**src/rtl/bram_ctrl.sv**
```systemverilog
// Request/response front end for a single-port, read-first, one-cycle-latency block RAM.
// Optionally zero-fills the whole RAM after reset before it accepts host requests.
module bram_ctrl #(
    parameter int awidth         = 4,
    parameter int dwidth         = 8,
    parameter int CLEAR_ON_RESET = 1
) (
    input  logic              clk,
    input  logic              rst_n,
    input  logic              req_valid,
    output logic              req_ready,
    input  logic              req_write,
    input  logic [awidth-1:0] req_addr,
    input  logic [dwidth-1:0] req_wdata,
    output logic              rsp_valid,
    input  logic              rsp_ready,
    output logic [dwidth-1:0] rsp_data,
    output logic              mem_we,
    output logic [awidth-1:0] mem_addr,
    output logic [dwidth-1:0] mem_din,
    input  logic [dwidth-1:0] mem_dout,
    output logic              init_done
);

    typedef enum logic [2:0] {CLEAR, IDLE, ACCESS, WAIT, RESP} state_t;

    localparam state_t            RST_STATE = (CLEAR_ON_RESET != 0) ? CLEAR : IDLE;
    localparam logic [awidth-1:0] LAST_ADDR = '1;

    state_t            state, state_nxt;
    logic              we_nxt;
    logic [awidth-1:0] addr_nxt;
    logic [dwidth-1:0] din_nxt;
    logic              rsp_valid_nxt;
    logic [dwidth-1:0] rsp_data_nxt;
    logic              init_done_nxt;

    always_comb begin
        state_nxt     = state;
        we_nxt        = mem_we;
        addr_nxt      = mem_addr;
        din_nxt       = mem_din;
        rsp_valid_nxt = rsp_valid;
        rsp_data_nxt  = rsp_data;
        init_done_nxt = init_done;
        case (state)
            CLEAR: begin
                // mem_we low marks the first fill cycle; the address then counts up and stops at the top
                if (!mem_we) begin
                    we_nxt   = 1'b1;
                    addr_nxt = '0;
                    din_nxt  = '0;
                end else if (mem_addr == LAST_ADDR) begin
                    we_nxt        = 1'b0;
                    init_done_nxt = 1'b1;
                    state_nxt     = IDLE;
                end else begin
                    addr_nxt = mem_addr + awidth'(1);
                end
            end
            IDLE: begin
                init_done_nxt = 1'b1;
                if (req_valid && req_ready) begin
                    addr_nxt  = req_addr;
                    we_nxt    = req_write;
                    if (req_write) din_nxt = req_wdata;
                    state_nxt = ACCESS;
                end
            end
            ACCESS: begin
                // mem_we still carries the request type during the RAM access cycle
                we_nxt    = 1'b0;
                state_nxt = mem_we ? IDLE : WAIT;
            end
            WAIT: begin
                rsp_data_nxt  = mem_dout;
                rsp_valid_nxt = 1'b1;
                state_nxt     = RESP;
            end
            RESP: begin
                if (rsp_ready) begin
                    rsp_valid_nxt = 1'b0;
                    state_nxt     = IDLE;
                end
            end
            default: state_nxt = RST_STATE;
        endcase
    end

    always_ff @(posedge clk or negedge rst_n) begin
        if (!rst_n) begin
            state     <= RST_STATE;
            req_ready <= 1'b0;
            mem_we    <= 1'b0;
            mem_addr  <= '0;
            mem_din   <= '0;
            rsp_valid <= 1'b0;
            rsp_data  <= '0;
            init_done <= 1'b0;
        end else begin
            state     <= state_nxt;
            req_ready <= (state_nxt == IDLE);
            mem_we    <= we_nxt;
            mem_addr  <= addr_nxt;
            mem_din   <= din_nxt;
            rsp_valid <= rsp_valid_nxt;
            rsp_data  <= rsp_data_nxt;
            init_done <= init_done_nxt;
        end
    end

endmodule

```
**config.mk**
```make
export PLATFORM = sky130hd
export DESIGN_NAME = bram_ctrl
export DESIGN_NICKNAME = d
export VERILOG_FILES = /design/src/rtl/bram_ctrl.sv
export SDC_FILE = /design/constraint.sdc
export NUM_CORES = 1
export LEC_CHECK = 0
export ABC_AREA = 1
export CAP_MARGIN = 20
export CORE_ASPECT_RATIO = 1.4
export CORE_UTILIZATION = 30
export CTS_CLUSTER_DIAMETER = 40
export DETAILED_ROUTE_END_ITERATION = 6
export SYNTH_ARGS = -nofsm -noshare
export SYNTH_HDL_FRONTEND = slang
export SYNTH_SLANG_ARGS = --single-unit
```
**constraint.sdc**
```tcl
create_clock -name clk -period 1.7 [get_ports clk]
set_input_delay 0.255 -clock clk [delete_from_list [all_inputs] [get_ports clk]]
set_output_delay 0.255 -clock clk [all_outputs]
set_load 0.01 [all_outputs]
```
# Word level (Yosys, flattened, before mapping)
# Cells that the tools add are included.
[totals]
input_bits = 25
ff_bits = 27
out_inout_bits = 24
word_cells = 55
[op_classes]
eq_ne = 13
n_reduce_logical = 10
n_mux = 23
n_addsub = 1
[ops]
columns = ["operator", "n"]
rows = [
  ["8-bit 2-to-1 mux", 3],
  ["8-bit case mux with 2 select lines", 1],
  ["3-bit case mux with 5 select lines", 1],
  ["3-bit 2-to-1 mux", 4],
  ["4-bit 2-to-1 mux", 3],
  ["2-bit != test (second input constant)", 6],
  ["4-bit case mux with 2 select lines", 1],
  ["3-bit by 1-bit equality test with 1-bit output (second input constant)", 2],
  ["3-bit by 2-bit equality test with 1-bit output (second input constant)", 2],
  ["1-bit 2-to-1 mux", 6],
  ["3-bit AND reduction", 2],
  ["4-bit by 1-bit adder with 4-bit output (second input constant)", 1],
  ["4-bit equality test (second input constant)", 1],
  ["1-bit case mux with 2 select lines", 2],
  ["2-bit AND reduction", 2],
  ["4-bit AND reduction", 1],
  ["2-bit nonzero test", 2],
  ["3-bit equality test (second input constant)", 1],
  ["3-bit logical NOT", 1],
  ["3-bit != test (second input constant)", 1],
  ["1-bit case mux with 3 select lines", 1],
  ["3-bit nonzero test", 1],
  ["2-bit 2-to-1 mux", 1],
  ["1-bit logical AND", 1],
]

# Depth between registers and ports, before layout
[depth]
word_depth = 5
mapped_depth = 8
ltp_nobuf = 8

# Worst setup path before layout
# Ideal clock, no wire load.
[synth_timing]
path_kind = "register -> register"
start = "reg mem_addr[0]"
end = "reg mem_addr[0]"
arrival_time_ns = 1.188
path_stages_with_launch = 9
synth_period_minus_slack_ns = 1.304
setup_ns = 0.116
n_path_buf = 0
t_required_ns = 1.584
path_slack_ns = 0.396
path_cell_list = "dfrtp_1 -> ha_1 -> nand2_1 -> nor2_1 -> nor2_1 -> nor2_2 -> inv_2 -> nand2_1 -> nand2_1"
[synth_via]
elab_chain_cells = 4
elab_cells_between_ends = 7
cone_classes = "1 x add/sub; 2 x eq/ne; 3 x mux; 1 x reduce/logical"
[synth_lines]
columns = ["item", "line_no", "source"]
rows = [
  ["from (decl)", "19", "output logic [awidth-1:0] mem_addr,"],
  ["from (signal assigned)", "104", "mem_addr <= addr_nxt;"],
  ["4-bit by 1-bit adder with 4-bit output", "58", "addr_nxt = mem_addr + awidth'(1);"],
  ["4-bit 2-to-1 mux", "53", "end else if (mem_addr == LAST_ADDR) begin"],
  ["4-bit 2-to-1 mux", "49", "if (!mem_we) begin"],
  ["4-bit case mux with 2 select lines", "46", "case (state)"],
]
# Parallel ways exist; a longest one is shown, timed or not. The select of a mux whose other input is x is not followed.
# A chain may end at the register's enable or synchronous reset.

# Worst setup path in the final report
[layout_timing]
start = "reg mem_we"
end = "out mem_we"
[layout_lines]
columns = ["item", "line_no", "source"]
rows = [
  ["from (decl)", "18", "output logic mem_we,"],
  ["from (signal assigned)", "103", "mem_we <= we_nxt;"],
]
# No word-level cell between the ends.

==> run_results.csv <==
group,metric,value,unit
status,run_status,"completed",
die,dieWidth,58.5,um
power_and_ir_drop,post_layout_total_power,3220,uW
die,std_cell_rows,28,
worst_setup_path,cp_data_required_time,1.44,ns
worst_setup_path,cp_top_family,"buffers and inverters",
timing,finalHoldViolations,0,
global_route,global_route_wire_length_before_repair,4430,um
route,route.vias.total,1104,
route,drt_pass1_iterations,4,
route,wl,2750,um
global_route,grt_start_max_net_pins,28,
timing,finalClockSkew,0.00196,ns
timing,worst_slew_pin_slew,0.340,ns
layout,total_inserted_antenna_cells,0,
die,die_area,0.00475,mm2
worst_setup_path,crit-reg2reg-capture,"mem_addr[0]",
timing,grt_setup_unrepaired,"false",
route,drt_iter0_markers,50,
power_and_ir_drop,static-leakage-power,0.000937,uW
cts,insertion_delay,0.27,ns
layout,layout.nets,232,
die,initial_utilization,0.314,
synth,post_synth_num_cell_types,24,
die,die_height,81.2,um
synth,postSynthRegisterBits,27,
worst_setup_path,worst-r2r-setup-slack,0.31,ns
placement,detailedPlacementHpwl,2070,um
worst_setup_path,cp_max_fo,6,
synth,synth.top_cell.area_share,0.503,
timing,slew_headroom,0.773,
cts,cts-htree-levels,1,
cts,cts_root_buf,"clkbuf_8",
layout,mostFrequentLayoutCells,"nand2_1, clkdlybuf4s50_1, dfrtp_1",
cts,clk_path_buf_depth,2,
timing,drv_slew,0,
synth,synthCells,152,
synth,synthDominantAreaCellType,"dfrtp_1",
cts,tritoncts,"built",
worst_setup_path,worst_ep_arrival_time,1.31,ns
synth,yosysWarningCount,0,
worst_setup_path,crit_path_start_kind,"flop",
layout,layoutNonFillerInstCount,265,
worst_setup_path,crit_path_max_incr_delay,0.58,ns
power_and_ir_drop,vdd_ir_drop_max,0.625,mV
worst_hold_path,worstHoldPathType,"primary input to asynchronous set/reset pin",
power_and_ir_drop,powerDensity,1650,mW/mm2
layout,flow.area_growth_from_synthesis,45.3,%
placement,placed_cells_incl_taps,261,
timing,setup_violations,0,
worst_setup_path,criticalPathCategory,"flop to output port",
timing,finalCriticalPeriod,1.57,ns
layout,mostFrequentLayoutCell,"nand2_1",
synth,synth.yosys.seq_area_share,0.503,
die,core_area,0.00427,mm2
placement,placed_cell_areas,0.00191,mm2
cts,cts_sinks,27,
route,wl_per_cell,10.4,um
route,post_route_ant_nets,0,
synth,synth_area_leaders,"dfrtp_1, nand2_1, mux2_2, inv_1, nor2_1",
layout,finish.utilization,0.456,
global_route,grt_usage,0.123,
placement,io_buffer_count,48,
worst_setup_path,rr_startpoint,"mem_addr[0]",
synth,postSynthAreaPerCell,8.83,um2
global_route,global_route.overflow_total,0,
global_route,number_of_antenna_violations_at_the_first_check_in_global_routing,0,
synth,netlist_area,0.00134,mm2
global_route,vias_in_the_first_global_route,1021,
cts,clk_pin_slew,0.09,ns
worst_setup_path,worst_setup_path_end_kind,"output port",
cts,postCtsSetupRepairBufs,0,
timing,finalCritPeriodShare,0.922,
die,io-pin-count,49,
flow_run,cap_violations,0,
worst_setup_path,buffer_and_inverter_count_on_the_worst_path,1,
worst_setup_path,reg2regPathDepth,8,
cts,numCtsBuffers,3,
route,drc,0,
route,detail_route.vias_per_cell,4.17,
layout,final_layout_size_suffix_gt1_frac,0.146,
timing,clock.fmax,638,MHz
placement,finalWeightedCongestion,0.792,
layout,stdcell_area,0.00195,mm2
cts,cts_resized,0,
worst_setup_path,crit_path_cell_trace,"clkdlybuf4s50_1",
synth,synth_fp_nets,178,
cts,hold_buffers,0,
worst_setup_path,crit_path_top_delay_cell,"clkdlybuf4s50_1",
timing,timing.setup.tns,0,ns
-- synth_stat cells, drive strengths merged --
cell and number:
a21oi 1, buf 1, dfrtp 27, ha 1
inv 19, mux2 8, nand2 56, nand3 6
nand3b 1, nand4 3, nor2 21, nor3 1
o21ai 4, o21bai 2, or2 1
-- sequential cells by signal, summed over array words and instances, names as in the netlist --
register   cells
rsp_data       8
mem_din        8
init_done      1
state          3
mem_addr       4
mem_we         1
req_ready      1
rsp_valid      1
-- metal layers --
layer / vias to the layer above / global-route usage / wire length (um)
li1: 578 / - / -
met1: 497 / 0.152 / 1240
met2: 27 / 0.215 / 1400
met3: 2 / 0.0159 / 87
met4: 0 / 0.0500 / 19
met5: - / 0 / 0
-- cell type report --
cell class,instances,area [um2]
well taps,60,75.1
fillers,443,2320
flip-flops and latches,27,676
clock buffers,4,45.0
inverters,19,71.3
multi-input cells,105,588
repair buffers,50,495
-- metrics by stage --
step | hold slack (ns) | setup WS, ns
after floorplan | -0.0406 | 0.396
after global placement | 0.464 | 0.329
after detailed placement | 0.463 | 0.308
after CTS | 0.367 | 0.113
after global routing | 0.389 | 0.0875
final | 0.353 | 0.132
-- cell families (layout without fill, tap and decap cells) --
group | count (synthesis) | after routing | synth area share
AO/OA/AOI/OAI | 7 | 7 | 0.0410
adder cells (fa/ha/maj) | 1 | 1 | 0.00932
AND/OR/NAND/NOR | 89 | 89 | 0.321
buffers and inverters | 20 | 73 | 0.0587
multiplexers | 8 | 8 | 0.0671
flip-flops | 27 | 27 | 0.503
-- how the worst max path moves through the flow --
stage | start | to | cells past startpoint
after floorplan | mem_addr[0] | mem_addr[0] | 8
after global placement | req_write | mem_din[4] | 5
after detailed placement | mem_addr[0] | mem_addr[0] | 8
after CTS | mem_we | mem_we | 1
after global routing | mem_we | mem_we | 1
final | mem_we | mem_we | 1
-- power by group --
part	total, uW	internal (uW)	leakage (uW)	switching [uW]
Clock	364	168	0.0000228	196
Combinational	1730	872	0.000581	854
Sequential	1130	922	0.000333	205
(Power assumes the default switching activity.)
